File: config.mk
export PLATFORM = sky130hd
export DESIGN_NAME = pfb_input_commutator
export DESIGN_NICKNAME = d
export VERILOG_FILES = /design/src/rtl/pfb_input_commutator.sv
export SDC_FILE = /design/constraint.sdc
export NUM_CORES = 1
export LEC_CHECK = 0
export BUFFER_PORTS_ARGS = -buffer_cell sky130_fd_sc_hd__buf_4
export CAP_MARGIN = 20
export CORE_ASPECT_RATIO = 1.1
export CORE_UTILIZATION = 40
export CTS_BUF_LIST = sky130_fd_sc_hd__clkbuf_8
export CTS_CLUSTER_SIZE = 14
export DETAILED_ROUTE_END_ITERATION = 7
export GPL_TIMING_DRIVEN = 1
export SYNTH_ARGS = -nofsm -noshare
export SYNTH_HDL_FRONTEND = slang
export SYNTH_SLANG_ARGS = --single-unit
File: constraint.sdc
create_clock -name clk -period 4.01 [get_ports clk]
set_input_delay 0 -clock clk [delete_from_list [all_inputs] [get_ports clk]]
set_output_delay 0 -clock clk [all_outputs]
set_load 0.02 [all_outputs]
File: src/rtl/pfb_input_commutator.sv
`default_nettype none
// ============================================================================
// Module  : pfb_input_commutator
// Brief   : Tags a raw complex AXI-stream with polyphase commutator indices
//           (M-1 down to 0, tlast on phase 0) behind a 2-entry skid buffer.
//           Optional macro PFB_COMMUTATOR_FRAME_CNT_EN adds frame_cnt and
//           frame_overrun status outputs.
// Revision: 1.0 - initial release
// ============================================================================
module pfb_input_commutator #(
    parameter int DATA_WIDTH  = 32,
    parameter int PHASE_WIDTH = 11,
    parameter int NPH_WIDTH   = 12
) (
    input  logic                   clk,
    input  logic                   sync_reset_n,
    input  logic [NPH_WIDTH-1:0]   num_phases,
    input  logic                   s_axis_tvalid,
    input  logic [DATA_WIDTH-1:0]  s_axis_tdata,
    output logic                   s_axis_tready,
    output logic                   m_axis_tvalid,
    output logic [DATA_WIDTH-1:0]  m_axis_tdata,
    output logic [PHASE_WIDTH-1:0] m_axis_phase,
    output logic                   m_axis_tlast,
    input  logic                   m_axis_tready,
    output logic                   cfg_err
`ifdef PFB_COMMUTATOR_FRAME_CNT_EN
    ,
    output logic [31:0]            frame_cnt,
    output logic                   frame_overrun
`endif
);

    localparam logic [NPH_WIDTH-1:0]   c_M_MIN  = NPH_WIDTH'(2);
    localparam logic [NPH_WIDTH-1:0]   c_M_MAX  = NPH_WIDTH'(1) << PHASE_WIDTH;
    localparam logic [NPH_WIDTH-1:0]   c_NPH_ONE = NPH_WIDTH'(1);
    localparam logic [PHASE_WIDTH-1:0] c_PH_ONE = PHASE_WIDTH'(1);

    typedef enum logic [0:0] {
        ST_IDLE = 1'b0,
        ST_RUN  = 1'b1
    } state_t;

    function automatic logic f_cfg_valid(input logic [NPH_WIDTH-1:0] m);
        return (m >= c_M_MIN) && (m <= c_M_MAX) && ((m & (m - c_NPH_ONE)) == '0);
    endfunction

    state_t                 r_state;
    logic [NPH_WIDTH-1:0]   r_m_reg;
    logic [PHASE_WIDTH-1:0] r_phase_cnt;
    logic                   r_cfg_err;
    logic                   r_s_ready;

    logic                   r_out_valid;
    logic [DATA_WIDTH-1:0]  r_out_data;
    logic [PHASE_WIDTH-1:0] r_out_phase;
    logic                   r_out_last;

    logic                   r_skid_valid;
    logic [DATA_WIDTH-1:0]  r_skid_data;
    logic [PHASE_WIDTH-1:0] r_skid_phase;
    logic                   r_skid_last;

    logic                   w_accept;
    logic                   w_out_free;
    logic [PHASE_WIDTH-1:0] w_cur_phase;
    logic                   w_cur_last;
    logic                   w_resample;
    logic [NPH_WIDTH-1:0]   w_m_next;
    logic                   w_m_next_valid;
    logic                   w_skid_valid_next;

    assign w_accept   = s_axis_tvalid & r_s_ready;
    assign w_out_free = ~r_out_valid | m_axis_tready;

    // The frame's first beat in IDLE takes M-1 directly from the latched M.
    assign w_cur_phase = (r_state == ST_IDLE) ? (r_m_reg[PHASE_WIDTH-1:0] - c_PH_ONE)
                                              : r_phase_cnt;
    assign w_cur_last  = (w_cur_phase == '0);

    // M is only re-latched while idle or at a frame boundary.
    assign w_resample     = ((r_state == ST_IDLE) & ~w_accept) | (w_accept & w_cur_last);
    assign w_m_next       = w_resample ? num_phases : r_m_reg;
    assign w_m_next_valid = f_cfg_valid(w_m_next);

    // Skid drains whenever the output frees; it only fills while the output stalls.
    always_comb begin
        w_skid_valid_next = r_skid_valid;
        if (w_out_free) begin
            w_skid_valid_next = 1'b0;
        end else if (w_accept) begin
            w_skid_valid_next = 1'b1;
        end
    end

    always_ff @(posedge clk or negedge sync_reset_n) begin
        if (!sync_reset_n) begin
            r_state      <= ST_IDLE;
            r_m_reg      <= '0;
            r_phase_cnt  <= '0;
            r_cfg_err    <= 1'b0;
            r_s_ready    <= 1'b0;
            r_out_valid  <= 1'b0;
            r_out_data   <= '0;
            r_out_phase  <= '0;
            r_out_last   <= 1'b0;
            r_skid_valid <= 1'b0;
            r_skid_data  <= '0;
            r_skid_phase <= '0;
            r_skid_last  <= 1'b0;
        end else begin
            r_m_reg      <= w_m_next;
            r_cfg_err    <= ~w_m_next_valid;
            r_s_ready    <= ~w_skid_valid_next & w_m_next_valid;
            r_skid_valid <= w_skid_valid_next;

            if (w_accept) begin
                if (w_cur_last) begin
                    r_phase_cnt <= w_m_next[PHASE_WIDTH-1:0] - c_PH_ONE;
                    r_state     <= w_m_next_valid ? ST_RUN : ST_IDLE;
                end else begin
                    r_phase_cnt <= w_cur_phase - c_PH_ONE;
                    r_state     <= ST_RUN;
                end
            end

            if (w_out_free) begin
                if (r_skid_valid) begin
                    r_out_valid <= 1'b1;
                    r_out_data  <= r_skid_data;
                    r_out_phase <= r_skid_phase;
                    r_out_last  <= r_skid_last;
                end else if (w_accept) begin
                    r_out_valid <= 1'b1;
                    r_out_data  <= s_axis_tdata;
                    r_out_phase <= w_cur_phase;
                    r_out_last  <= w_cur_last;
                end else begin
                    r_out_valid <= 1'b0;
                end
            end else if (w_accept) begin
                r_skid_data  <= s_axis_tdata;
                r_skid_phase <= w_cur_phase;
                r_skid_last  <= w_cur_last;
            end
        end
    end

    assign s_axis_tready = r_s_ready;
    assign m_axis_tvalid = r_out_valid;
    assign m_axis_tdata  = r_out_data;
    assign m_axis_phase  = r_out_phase;
    assign m_axis_tlast  = r_out_last;
    assign cfg_err       = r_cfg_err;

`ifdef PFB_COMMUTATOR_FRAME_CNT_EN
    logic [31:0]          r_frame_cnt;
    logic                 r_frame_overrun;
    logic [NPH_WIDTH:0]   r_stall_cnt;
    logic [NPH_WIDTH:0]   w_stall_inc;
    logic [NPH_WIDTH:0]   w_stall_limit;

    assign w_stall_inc   = r_stall_cnt + (NPH_WIDTH + 1)'(1);
    assign w_stall_limit = {r_m_reg, 1'b0};

    always_ff @(posedge clk or negedge sync_reset_n) begin
        if (!sync_reset_n) begin
            r_frame_cnt     <= '0;
            r_frame_overrun <= 1'b0;
            r_stall_cnt     <= '0;
        end else begin
            if (r_out_valid & m_axis_tready & r_out_last) begin
                r_frame_cnt <= r_frame_cnt + 32'd1;
            end
            // Stall run length saturates once the overrun flag is raised.
            if (r_out_valid & ~m_axis_tready) begin
                if (w_stall_inc >= w_stall_limit) begin
                    r_frame_overrun <= 1'b1;
                end else begin
                    r_stall_cnt <= w_stall_inc;
                end
            end else begin
                r_stall_cnt <= '0;
            end
        end
    end

    assign frame_cnt     = r_frame_cnt;
    assign frame_overrun = r_frame_overrun;
`endif

endmodule
`default_nettype wire

After elaboration in Yosys (flattened, before gate mapping)
Index checks and enable logic that the tools add are counted.

Flip-flop bits (word level): 116. Logic and storage cells: 54.

Add/subtract/negate cells: 4. Magnitude comparators: 2. Mux-type cells: 15. Bitwise gates (word level): 13. Reduce and logical (&&, ||, !) cells: 7.

Operator list (count): 32-bit two-way mux (2); 11-bit two-way mux (4); 11-bit by 1-bit subtractor with 11-bit output (second input constant) (3); 12-bit AND (1); 12-bit by 2-bit greater-or-equal comparator with 1-bit output (second input constant) (1); 12-bit less-or-equal comparator (second input constant) (1); 12-bit zero test (1); 12-bit two-way mux (1); 12-bit by 1-bit subtractor with 12-bit output (second input constant) (1); 11-bit zero test (1); 1-bit two-way mux (8); 1-bit NOT (6); 1-bit AND (4); 2-bit AND reduction (2); 1-bit logical AND (2); 1-bit bitwise OR (2); 2-bit nonzero test (1).

Longest topological paths before layout
Depth in word-level cells: 12. Mapped depth: 15.

Worst setup path after synthesis
Ideal clock, no wire load.

Kind: reg2reg. Start point: reg r_m_reg[1]. End point: reg r_phase_cnt[10]. Data arrival time: 3.311 ns. Data required time: 3.894 ns. Setup slack: 0.583 ns. Stages on the path, launching flop included: 15. Buffers on the path: 2. Clock period less this slack: 3.427 ns. Cell sequence: dfrtp_1 -> clkbuf_1 -> inv_1 -> ha_1 -> or3b_2 -> buf_1 -> or4_4 -> a31oi_4 -> nor3_1 -> nand2_4 -> o21a_1 -> ha_1 -> and2_1 -> nand3_1 -> o311ai_0.

Longest elaborated chain between the ends: 8. Elaborated cells on any way between the ends: 9. Those cells by class: add/sub: 3; mux: 3; bitwise: 2; reduce/logical: 1.

Ends and longest elaborated chain: start, declared (RTL line 49) `logic [NPH_WIDTH-1:0] r_m_reg;`; start signal, assigned (RTL line 112) `r_m_reg <= w_m_next;`; 11-bit by 1-bit subtractor with 11-bit output (RTL line 77) `assign w_cur_phase = (r_state == ST_IDLE) ? (r_m_reg[PHASE_WIDTH-1:0] - c_PH_ONE)`; 11-bit two-way mux (RTL line 77); 11-bit zero test (RTL line 79) `assign w_cur_last = (w_cur_phase == '0);`; 1-bit AND (RTL line 82) `assign w_resample = ((r_state == ST_IDLE) & ~w_accept) | (w_accept & w_cur_last);`; 1-bit bitwise OR (RTL line 82); 12-bit two-way mux (RTL line 83) `assign w_m_next = w_resample ? num_phases : r_m_reg;`; 11-bit by 1-bit subtractor with 11-bit output (RTL line 119) `r_phase_cnt <= w_m_next[PHASE_WIDTH-1:0] - c_PH_ONE;`; 11-bit two-way mux * (RTL line 118) `if (w_cur_last) begin`; end signal, assigned (RTL line 119); end signal, assigned (RTL line 122) `r_phase_cnt <= w_cur_phase - c_PH_ONE;`; end, declared (RTL line 50) `logic [PHASE_WIDTH-1:0] r_phase_cnt;`.

Mark *: on every way between the ends. The rest lies on a longest branch, timed or not. A chain may end at the register's enable or synchronous reset.

Worst setup path after layout
Ends and elaborated chain as after synthesis.

==> impl_metrics.tcl <==
set metrics [dict create \
    status "complete, no violations" \
    finalWorstSetupSlack_ns 0.367 \
    finalInstanceArea_mm2 0.00767 \
    vias_per_cell 5.27 \
    htree_levels 4 \
    async_reset_ff_share_pct 100 \
    mappedNetlistArea_mm2 0.00585 \
    skew_ns 0.00951 \
    dp.final_hpwl_um 9920 \
    drive_gt1_share_pct 27.7 \
    drv_slew 0 \
    die-area_mm2 0.0151 \
    dpl_cell_area_mm2 0.00676 \
    syn_inst 568 \
    synth_flop_cell "dfrtp_1" \
    grt_pass1_wl_um 24600 \
    p_leak_nw 3.49 \
    whs_ns 0.0900 \
    fp.dieH_um 129 \
    clkTransAtPathRegs_ns 0.07 \
    yosys.area.top_type "dfrtp_1" \
    clk-insertion-delay-late_ns 0.43 \
    clk_path_buf_depth 2 \
    drc 0 \
    timing.setup.tns_ns 0 \
    p_total_mw 2.68 \
    route.vias.total 4779 \
    synth_top_cells_by_area "dfrtp_1 50%, mux2_2 7.9%, mux2i_1 6.8%" \
    rsz0062_at_grt "false" \
    reg2reg_slack_ns 0.37 \
    gr-total-overflow 0 \
    finalSetupViolCount 0 \
    syn_to_final_growth_pct 31.1 \
    synth_seq_area_share_pct 49.6 \
    antenna_found_initial 0 \
    cp_max_fo 10 \
    numCtsBuffers 17 \
    place_ws_ns 0.335 \
    ant_nets 0 \
    grt_max_degree 56 \
    netlist.area_leader.share_pct 49.6 \
    gr-usage-all-layers_pct 20.7 \
    cp.arrival_ns 3.96 \
    hp-class "primary input to flop" \
    timing.slew.headroom_pct 47.0 \
    ir_drop_mv 0.209 \
    cts_tree "done" \
    rows 45 \
    syn_nets 618 \
    initial_utilization_pct 41.7 \
    synth_seq_cells 116 \
    final-hold-violation-count 0 \
    worstPathRequired_ns 4.32 \
    port_buffers 94 \
    worst_pin_slew_ns 0.775 \
    routed_wl_um 14500 \
    diodes 0 \
    clock_sinks 116 \
    critPathKind "flop to flop" \
    first_pass_iters 4 \
    finalCritPeriodShare_pct 90.9 \
    critPathLaunchType "flop" \
    ctsRootBufferMaster "clkbuf_8" \
    max_cap_viol_count 0 \
    synth-edff-count 0 \
    fmax_mhz 274 \
    core_mm2 0.0140 \
    wl_per_cell_um 16.1 \
    drt_iter0_drc 119 \
    cts_resized 0 \
    final_util_pct 54.7 \
    first_global_vias 4918 \
    layout.cells.non_filler 906 \
    synth_area_per_cell_um2 10.3 \
    endpoint_kind "flop" \
    min_period_ns 3.64 \
    die_x_um 117 \
    yosysWarnings 0 \
    nNetsFinal 756 \
    gp_congestion 0.893 \
    ys_types 64 \
    power_density_mw_per_mm2 350 \
    dp_cells 828 \
    ios 95 \
]
==> critical path: stages, from the launching register on <==
cell	delay [ns]
dfrtp_1	0.47
inv_1	0.13
ha_1	0.23
or3b_2	0.56
or4_4	0.46
a31oi_4	0.32
nor3_1	0.17
nand2_4	0.16
o21a_1	0.16
ha_1	0.21
and2_1	0.16
nand3_1	0.13
o311ai_0	0.36
==> area by class of cell <==
| type | instances | area (um^2) |
|---|---|---|
| timing repair buffer | 156 | 1290 |
| clock inverter | 11 | 159 |
| fill | 1248 | 6350 |
| tap | 188 | 235 |
| multi-input combinational | 411 | 2790 |
| inverter | 4 | 15.0 |
| sequential | 116 | 2900 |
| clock buffer | 20 | 275 |
==> final timing paths <==
kind | start | endpoint | cells past startpoint
max in group asynchronous | sync_reset_n | r_skid_valid | 3
min in group asynchronous | sync_reset_n | r_m_reg[11] | 2
min reg2reg | r_skid_phase[4] | r_skid_phase[4] | 2
max | r_m_reg[1] | r_phase_cnt[10] | 12
max reg2reg | r_m_reg[1] | r_phase_cnt[10] | 12
min | s_axis_tvalid | r_phase_cnt[8] | 5
==> synthesized netlist by cell type, types with 7 or more instances <==
master	n
a21oi_1	60
buf_1	11
clkbuf_1	22
dfrtp_1	116
mux2_2	41
mux2i_1	40
nand2_1	42
nand2b_1	7
nor2_1	67
nor3_1	9
nor4_1	7
o21ai_0	32
or4_1	7
xor2_1	7
==> routing by layer <==
| layer | routed length, um | global-route usage [%] | vias up |
|---|---|---|---|
| li1 | - | - | 2323 |
| met1 | 6190 | 24.3 | 2335 |
| met2 | 7420 | 36.2 | 95 |
| met3 | 590 | 5.63 | 26 |
| met4 | 339 | 8.10 | 0 |
| met5 | 0 | 0 | - |
==> cells by family after synthesis <==
group | count (synthesis) | share of synthesized area, %
flops | 116 | 49.6
mux | 85 | 15.5
fa+ha+maj | 5 | 0.941
compound gates | 143 | 16.0
simple gates | 167 | 13.4
xor+xnor | 11 | 1.65
buf+inv | 41 | 2.82
==> power breakdown <==
group	switching (mW)	total, mW	internal, mW
clock network	0.469	1.19	0.718
logic	0.150	0.284	0.135
registers	0.0193	1.21	1.19
total	0.638	2.68	2.04
==> what timing repair did <==
action                                  in CTS  in global routing
setup buffers                                0                  0
endpoints found under the hold margin      126                  0
endpoints found under the setup margin       0                  0
hold buffers                                46                  0
==> layout by cell type, fill, tap and decap left out, types with 9 or more instances in the layout <==
cell type | netlist | layout
dfrtp_1 | 116 | 115
buf_4 | 0 | 109
nor2_1 | 67 | 66
a21oi_1 | 60 | 60
dlygate4sd3_1 | 0 | 46
nand2_1 | 42 | 41
mux2_2 | 41 | 41
mux2i_1 | 40 | 40
o21ai_0 | 32 | 32
clkbuf_8 | 0 | 20
nor3_1 | 9 | 9
(Power assumes the default switching activity.)
